==> src/rtl/calc_pkg.sv <==
// Shared constants and types for the calculator display receiver.
package calc_pkg;

    typedef logic [3:0] digit_t;

    localparam int NDIG = 8;

    localparam logic [1:0] ST_ERRO    = 2'b00;
    localparam logic [1:0] ST_OCUPADO = 2'b01;
    localparam logic [1:0] ST_PRONTO  = 2'b10;

    // Active-low, bit order {g,f,e,d,c,b,a}.
    localparam logic [6:0] SEG_BLANK = 7'b1111111;
    localparam logic [6:0] SEG_DASH  = 7'b0111111;
    localparam logic [6:0] SEG_E     = 7'b0000110;
    localparam logic [6:0] SEG_R     = 7'b0101111;
    localparam logic [6:0] SEG_O     = 7'b0100011;

endpackage

==> src/rtl/seg7_decode.sv <==
// BCD to active-low seven-segment glyph; values above 9 render as a dash.
module seg7_decode
    import calc_pkg::*;
(
    input  digit_t     digit,
    output logic [6:0] seg
);

    always_comb begin
        seg = SEG_DASH;
        case (digit)
            4'd0: seg = 7'b1000000;
            4'd1: seg = 7'b1111001;
            4'd2: seg = 7'b0100100;
            4'd3: seg = 7'b0110000;
            4'd4: seg = 7'b0011001;
            4'd5: seg = 7'b0010010;
            4'd6: seg = 7'b0000010;
            4'd7: seg = 7'b1111000;
            4'd8: seg = 7'b0000000;
            4'd9: seg = 7'b0010000;
            default: seg = SEG_DASH;
        endcase
    end

endmodule

==> src/rtl/calc_display.sv <==
// Captures the calculator print stream into a shadow frame, commits it on
// busy->ready, and scans the committed frame onto an 8-digit display.
module calc_display
    import calc_pkg::*;
#(
    parameter int SCAN_DIV      = 50000,
    parameter bit BLANK_LEADING = 1'b1
) (
    input  logic       clock,
    input  logic       reset,
    input  logic [1:0] status,
    input  logic [3:0] data,
    input  logic [3:0] pos,
    output logic [7:0] an,
    output logic [6:0] seg,
    output logic       frame_valid,
    output logic       err
);

    localparam int CW = (SCAN_DIV > 2) ? $clog2(SCAN_DIV) : 1;

    digit_t        shadow [NDIG];
    digit_t        frame  [NDIG];
    logic [1:0]    status_q;
    logic [CW-1:0] cnt;
    logic [CW-1:0] cnt_next;
    logic [2:0]    idx;
    logic [2:0]    idx_next;
    logic          wrap;
    logic          capture;
    logic          commit;
    logic [NDIG-1:0] lead;
    digit_t        cur;
    logic [6:0]    glyph;
    logic [6:0]    seg_next;
    logic [7:0]    an_next;

    seg7_decode u_dec (
        .digit (cur),
        .seg   (glyph)
    );

    always_comb begin
        wrap     = (cnt == CW'(SCAN_DIV - 1));
        cnt_next = wrap ? '0 : cnt + 1'b1;
        idx_next = idx + {2'b00, wrap};
        an_next  = ~(8'b1 << idx_next);
        capture  = (status == ST_OCUPADO) && !pos[3];
        commit   = (status_q == ST_OCUPADO) && (status == ST_PRONTO) && !err;
    end

    // lead[i] is set when digit i and every digit above it are zero.
    always_comb begin
        lead = '0;
        lead[NDIG-1] = (frame[NDIG-1] == 4'd0);
        for (int i = NDIG - 2; i >= 0; i--) begin
            lead[i] = lead[i+1] && (frame[i] == 4'd0);
        end
    end

    // Segments are computed for the slot being entered so an and seg switch together.
    always_comb begin
        cur      = frame[idx_next];
        seg_next = SEG_BLANK;
        if (err) begin
            case (idx_next)
                3'd3:    seg_next = SEG_E;
                3'd2:    seg_next = SEG_R;
                3'd1:    seg_next = SEG_R;
                3'd0:    seg_next = SEG_O;
                default: seg_next = SEG_BLANK;
            endcase
        end else if (!frame_valid) begin
            seg_next = SEG_BLANK;
        end else if (BLANK_LEADING && idx_next != 3'd0 && lead[idx_next]) begin
            seg_next = SEG_BLANK;
        end else begin
            seg_next = glyph;
        end
    end

    always_ff @(posedge clock) begin
        if (!reset) begin
            for (int i = 0; i < NDIG; i++) begin
                shadow[i] <= '0;
                frame[i]  <= '0;
            end
            status_q    <= ST_ERRO;
            frame_valid <= 1'b0;
            err         <= 1'b0;
            cnt         <= '0;
            idx         <= '0;
            an          <= 8'b1111_1110;
            seg         <= SEG_BLANK;
        end else begin
            if (capture) begin
                shadow[pos[2:0]] <= data;
            end
            if (commit) begin
                for (int i = 0; i < NDIG; i++) begin
                    frame[i] <= shadow[i];
                end
                frame_valid <= 1'b1;
            end
            if (status == ST_ERRO) begin
                err <= 1'b1;
            end
            status_q <= status;
            cnt      <= cnt_next;
            idx      <= idx_next;
            an       <= an_next;
            seg      <= seg_next;
        end
    end

endmodule

==> config.mk <==
export PLATFORM = sky130hd
export DESIGN_NAME = calc_display
export DESIGN_NICKNAME = d
export VERILOG_FILES = /design/src/rtl/calc_pkg.sv /design/src/rtl/seg7_decode.sv /design/src/rtl/calc_display.sv
export SDC_FILE = /design/constraint.sdc
export NUM_CORES = 1
export LEC_CHECK = 0
export CAP_MARGIN = 10
export CORE_MARGIN = 10
export CORE_UTILIZATION = 60
export DETAILED_ROUTE_END_ITERATION = 7
export HOLD_SLACK_MARGIN = 0.12
export PLACE_DENSITY_LB_ADDON = 0.05
export SKIP_LAST_GASP = 1
export SLEW_MARGIN = 20
export SYNTH_ARGS = -nofsm -noshare
export SYNTH_HDL_FRONTEND = slang
export SYNTH_SLANG_ARGS = --single-unit
==> constraint.sdc <==
create_clock -name clock -period 10.6 [get_ports clock]
set_input_delay 2.12 -clock clock [delete_from_list [all_inputs] [get_ports clock]]
set_output_delay 2.12 -clock clock [all_outputs]
set_load 0.005 [all_outputs]
# Word level (Yosys, flattened, before mapping)
# Memories as Yosys holds them, arrays and structs flattened.
# Index checks and enable logic that the tools add are counted.
# classes
n_eq_ne,7
bitwise,10
n_mul,0
n_addsub,2
n_reduce_logical,27
n_shift,1
magnitude_cmp,1
div_mod_pow,0
n_mux,24
# ops
cell,count
$mux W4,9
$logic_not A4 Y1,8
$mux W7,3
$pmux W7 S3,1
$add A16 B1 Y16 const B,1
$eq A16 B16 Y1 const B,1
$logic_and A1 B1 Y1,11
$mux W1,9
$not A8 Y8,1
$or A1 B1 Y1,8
$shl A1 B3 Y8 const A,1
$eq A3 B2 Y1 const B,2
$eq A2 B1 Y1 const B,2
$lt A3 B4 Y1 const B,1
$reduce_or A2 Y1,2
$reduce_or A4 Y1,1
$add A3 B1 Y3,1
$bmux W1 S3,1
$eq A3 B1 Y1 const B,1
$logic_not A3 Y1,1
$mux W3,1
$reduce_bool A3 Y1,1
$eq A2 B2 Y1 const B,1
$logic_not A1 Y1,2
2 further kinds,2
# totals
mem_bits_rw,64
out_inout_bits,17
elab_cells,82
mem_bits_ro,112
reg_bits,38
latch_bits,0
n_memories,3
input_bits,12
# memory_table
memory,depth,word_bits,rd,rd_clocked_by_memory_dff,wr,line,rtl
(name not given),16,7,1,0,0,seg7_decode.sv:11,case (digit)
frame,8,4,9,0,8,calc_display.sv:23,digit_t frame [NDIG];
shadow,8,4,8,0,8,calc_display.sv:22,digit_t shadow [NDIG];

# Logic depth before layout (Yosys ltp)
# depth
ltp_word,14
mapped_depth,17
ltp_nobuf,14

# Modules after synthesis
# A second synthesis with hierarchy kept.
# unflattened
hier_cells,365
hier_area_um2,4429.2
# modules_own_cells
mod,area_each_um2,seq_area_each_um2,cells_per_inst,instances
calc_display,4189.0,2682.6,334,1
seg7_decode,240.2,0.0,31,1

# Least setup slack after synthesis
# OpenSTA, ideal clock, no wires.
# synth_path
kind,input -> register
from,input port status[0]
to,"memory frame[0][0] in the netlist's numbering, enable pin"
stages,4
n_path_buf,1
arrival_ns,3.406
path_slack_ns,6.800
required_time_ns,10.206
setup_ns,0.394
cell_sequence,nor2_1 > and4_1 > clkbuf_1 > nand2b_1
# synth_rtl
item,line,rtl
"start, declared",calc_display.sv:11,"input logic [1:0] status,"
"end, declared",calc_display.sv:23,

==> results.toml <==
[final_layout]
antenna_cells = 0
seq_area_sq_mm = 0.00268
drive_gt1_share_pct = 7.91
num-fill-cells = 532
areaGrowthSynthToFinish_pct = 10.6
final_nets = 432
multiInputGateArea_sq_mm = 0.00173

[floorplan]
initial_core_util_pct = 62.4
die_w_microns = 107
rows = 31
io_pins = 29
dieArea_sq_mm = 0.0115
core-area_sq_mm = 0.00733
dieHeight_microns = 107

[placed_design]
port-buffer-count = 28
place_hpwl_microns = 6230
gp_congestion = 0.858
dpl_worst_slack_ps = 6130

[run]
drv_cap = 0

[cts]
post_cts_buffers = 0
clkTransAtPathRegs_ps = 90
htreeDepth = 3
postCtsHoldBufs = 0
cts_resized = 0
clock_latency_ps = 350
cts_tree = "yes"
root_buffer = "clkbuf_8"
numClockSinks = 102
cts_buffer_depth = 2
numCtsBuffers = 9

[yosys]
syn_nets = 407
avgSynthCellArea_sq_um = 11.8
yosys_warnings = 0
synth_cells = 387
synth_common_cells = "64 x edfxtp_1, 44 x and2_1, 39 x nor2_1"
ys_seq_area_share_pct = 58.7
ys_seq_elements = 102
yosys.area.top_type = "edfxtp_1"
syn_area_sq_mm = 0.00457
synth-edff-count = 64
synth_area_leaders = "edfxtp_1 42%, dfxtp_1 17%, and2_1 6.0%, and3_1 3.6%, nor2_1 3.2%"
yosysMostFrequentCell = "edfxtp_1"
synth_flop_cell = "edfxtp_1"
async_flop_share_pct = 0
synth.distinct_cells = 49
yosysTopAreaCellShare_pct = 42.0

[setup_path]
required_ps = 10650
worstSetupPathType = "input pin to flop"
arrival_ps = 4150
end_kind = "flop"
cp_max_fo = 55
start_kind = "input pin"

[outcome]
outcome = "finished clean"

[detailed_routing]
drt-total-wl_microns = 8310
viasPerCell = 5.51
ant_nets = 0
wl_per_cell_microns = 16.1
drt_iter0_markers = 169
firstDrtPassIters = 4
routed-via-count = 2841
drc_errors = 0

[sta]
fin_crit_sh_pct = 38.7
drv_slew = 0
tns_ps = 0
finalWorstSetupSlack_ps = 6500
worst_pin_slew_ps = 982
period_needed_ps = 4100
max_freq_ghz = 0.244
max_slew_margin_pct = 34.1
skew_ps = 5.02
hold_violations = 0
setup_viol = 0
rsz0062_at_grt = "false"

[global_route]
track_usage_pct = 15.1
grt_pass1_vias = 2750
antenna_found_initial = 0
grt_max_degree = 56
grt_first_pass_wirelength_microns = 13900
overflow = 0

[pwr]
p_leak_nw = 1.88
peakVddDrop_uv = 71.7
power_density_mw_per_mm2 = 138

[hold_path]
hold_path.class = "flop to flop"
-- cell type report --
| class | instances | share of cell area (%) |
|---|---|---|
| clock buffer | 11 | 2.80 |
| clock inverter | 5 | 0.619 |
| inverter | 12 | 0.891 |
| multi-input combinational | 256 | 34.2 |
| sequential | 102 | 53.0 |
| tap | 99 | 2.45 |
| timing repair buffer | 31 | 5.99 |
-- routing by layer --
layer  global-route usage (%)  up-vias  routed length, microns
met4                     4.64        0                      78
li1                         -     1435                       -
met3                     3.41        6                     348
met2                     24.0       49                    4010
met5                        0        -                       0
met1                     20.0     1351                    3870
-- kinds of logic (layout without fill, tap and decap cells) --
group | Yosys count | count (layout) | share of synthesized area, %
compound gates | 34 | 34 | 5.36
xor+xnor | 16 | 16 | 3.23
fa+ha+maj | 8 | 8 | 2.19
buf+inv | 29 | 59 | 3.48
flops | 102 | 102 | 58.7
mux | 21 | 21 | 6.18
simple gates | 177 | 177 | 20.9
-- critical path, stage by stage --
cell             delay (ps)
clkdlybuf4s50_1         450
buf_4                   370
nand2_1                 130
nor3_1                  250
nand2b_1                220
nor3_1                  330
nand2b_1                260
-- sequential cells by signal, summed over array words and instances (netlist names) --
name / flops
frame: 32
shadow: 32
cnt: 16
an: 8
seg: 7
idx: 3
status_q: 2
err: 1
frame_valid: 1
-- path summary, 6_finish.rpt --
kind	from	to	slack [ps]	cells after the start
setup / recovery	reset	shadow[0][3]	6500	7
hold / removal	cnt[0]	cnt[0]	480	1
setup reg to reg	cnt[0]	seg[3]	6610	13
hold reg to reg	cnt[0]	cnt[0]	480	1
-- cells in the final DEF (no fill, tap or decap), drive strengths merged, types with 2 or more instances in the layout --
cell            n
a2111o          2
a211oi          3
a21oi           7
a31oi           2
and2           44
and3           26
buf             3
clkbuf         11
clkdlybuf4s50  28
clkinv          3
dfxtp          38
edfxtp         64
ha              8
inv            14
mux2            2
mux2i          14
mux4            5
nand2          17
nand2b          7
nand3           8
nand4           7
nor2           39
nor2b           2
nor3           11
nor4            8
o211ai          3
o21ai          10
o221ai          2
or3             3
or3b            2
xnor2           9
xor2            7
-- through the flow --
step / util, % / cells / power (mW) / hold slack (ps) / area (sq um)
floorplan: - / 387 / 0.475 / 430 / 4570
global placement: 66.6 / 500 / 0.493 / 446 / 4880
detailed placement: 66.6 / 500 / 0.495 / 457 / 4880
CTS: 69.0 / 516 / 0.707 / 479 / 5060
global route: 69.0 / 516 / 0.730 / 528 / 5060
finish: 69.0 / 516 / 0.700 / 478 / 5060
-- power by group --
part	total [mW]	leakage, nW	internal [mW]	switching (mW)
Combinational	0.0404	0.838	0.0170	0.0234
Clock	0.215	0.0944	0.0923	0.123
Sequential	0.445	0.947	0.437	0.00810
(Power assumes the default switching activity.)
==> patch, RTL diff (config.mk and constraints unchanged) <==
Reset style: asynchronous (`reset`), changed in one clocked block.
--- a/src/rtl/calc_display.sv
+++ b/src/rtl/calc_display.sv
@@ -80,5 +80,5 @@
     end
 
-    always_ff @(posedge clock) begin
+    always_ff @(posedge clock or negedge reset) begin
         if (!reset) begin
             for (int i = 0; i < NDIG; i++) begin
Check against the original RTL: differs if reset is asserted again (counterexample within 4 cycles, from zero or initial values and one cycle with reset low); with reset held inactive, the same outputs for 10 cycles.
==> patch against the original RTL <==
  * Sequential cell count is the same
  * Worst setup slack improved by 170 ps
  * First-iteration DRC count down 40%
  * Power up 4.1%
  * Final area grew 1.1%
  * Core utilization rose by 1.1 points
  * Via count decreased by 5.1%
  * Synthesized area decreased by 0.57%
  * Wire length decreased by 0.69%
  * Critical path type is now reg2reg
  * Highest routed layer unchanged
==> patch: results (changes against the original RTL) <==
[logic_synthesis]
synthXorXnorAreaFrac=0.03248  ; +0.0001867
synth_common_cells=dfrtp_1 (88), mux2_2 (69), nand2_1 (20)
synthArstFlopShare=1.000  ; +1.000
synth_cell_types=45  ; -8.2%
synth_fa_ha_area_frac=0.02202  ; +0.0001266
synth_seq_area_share=0.5654  ; -0.02138

[placement]
hpwl_um=5878  ; -5.7%
dpl_cell_area_mm2=0.004898  ; +0.28%

[cells_and_area]
inv_count=7  ; -5
fin_nets=387  ; -10%
buffer_area_frac=0.05875  ; -0.001120
seq_area_mm2=0.002570  ; -4.2%
n_fill_cell=547  ; +2.8%
final_cells=471  ; -8.7%
clkCellAreaFrac=0.04162  ; +0.007474

[power]
combPwrFrac=0.062  ; +0.004
clock_power_uw=257  ; +20%

[floorplan]
core_area_mm2=0.007292  ; -0.53%

[setup_path]
crit_family=adder cells
worstSetupStartpoint=cnt[0]$_DFF_PN0_
cpMaxStageDelayCell=mux4_1

[cts]
clk_latency_ps=370  ; +20 ps

[route]
totalWireLength_um=8254  ; -0.69%

[run_status]
status=completed

[global_routing]
grt.total_usage=0.1543  ; +0.003724

==> patch: cell count changes after synthesis, moves of 14 or more <==
cell	unedited run	this run
edfxtp_1	64	0
mux2_2	1	69
and3_1	26	5
dfstp_2	0	14
dfxtp_1	38	0
nor2_1	39	18
dfrtp_1	0	88
and2_1	44	0
==> patch: path summary, 6_finish.rpt <==
check | to | slack, ps | cells after the start
max | seg[3]$_DFF_PN1_ | 6670 | 13
min | cnt[0]$_DFF_PN0_ | 490 | 1
max reg2reg | seg[3]$_DFF_PN1_ | 6670 | 13
min reg2reg | cnt[0]$_DFF_PN0_ | 490 | 1
max in group asynchronous | cnt[0]$_DFF_PN0_ | 7760 | 2
min in group asynchronous | frame[31]$_DFFE_PN0P_ | 1740 | 1
==> patch: per-layer routing <==
layer  global-route usage  share of wire  routed length, µm
met1               0.1943           0.45               3743
met2               0.2487           0.49               4020
met3              0.04731          0.047                392
met4              0.04932          0.012                 98
met5                    0              0                  0
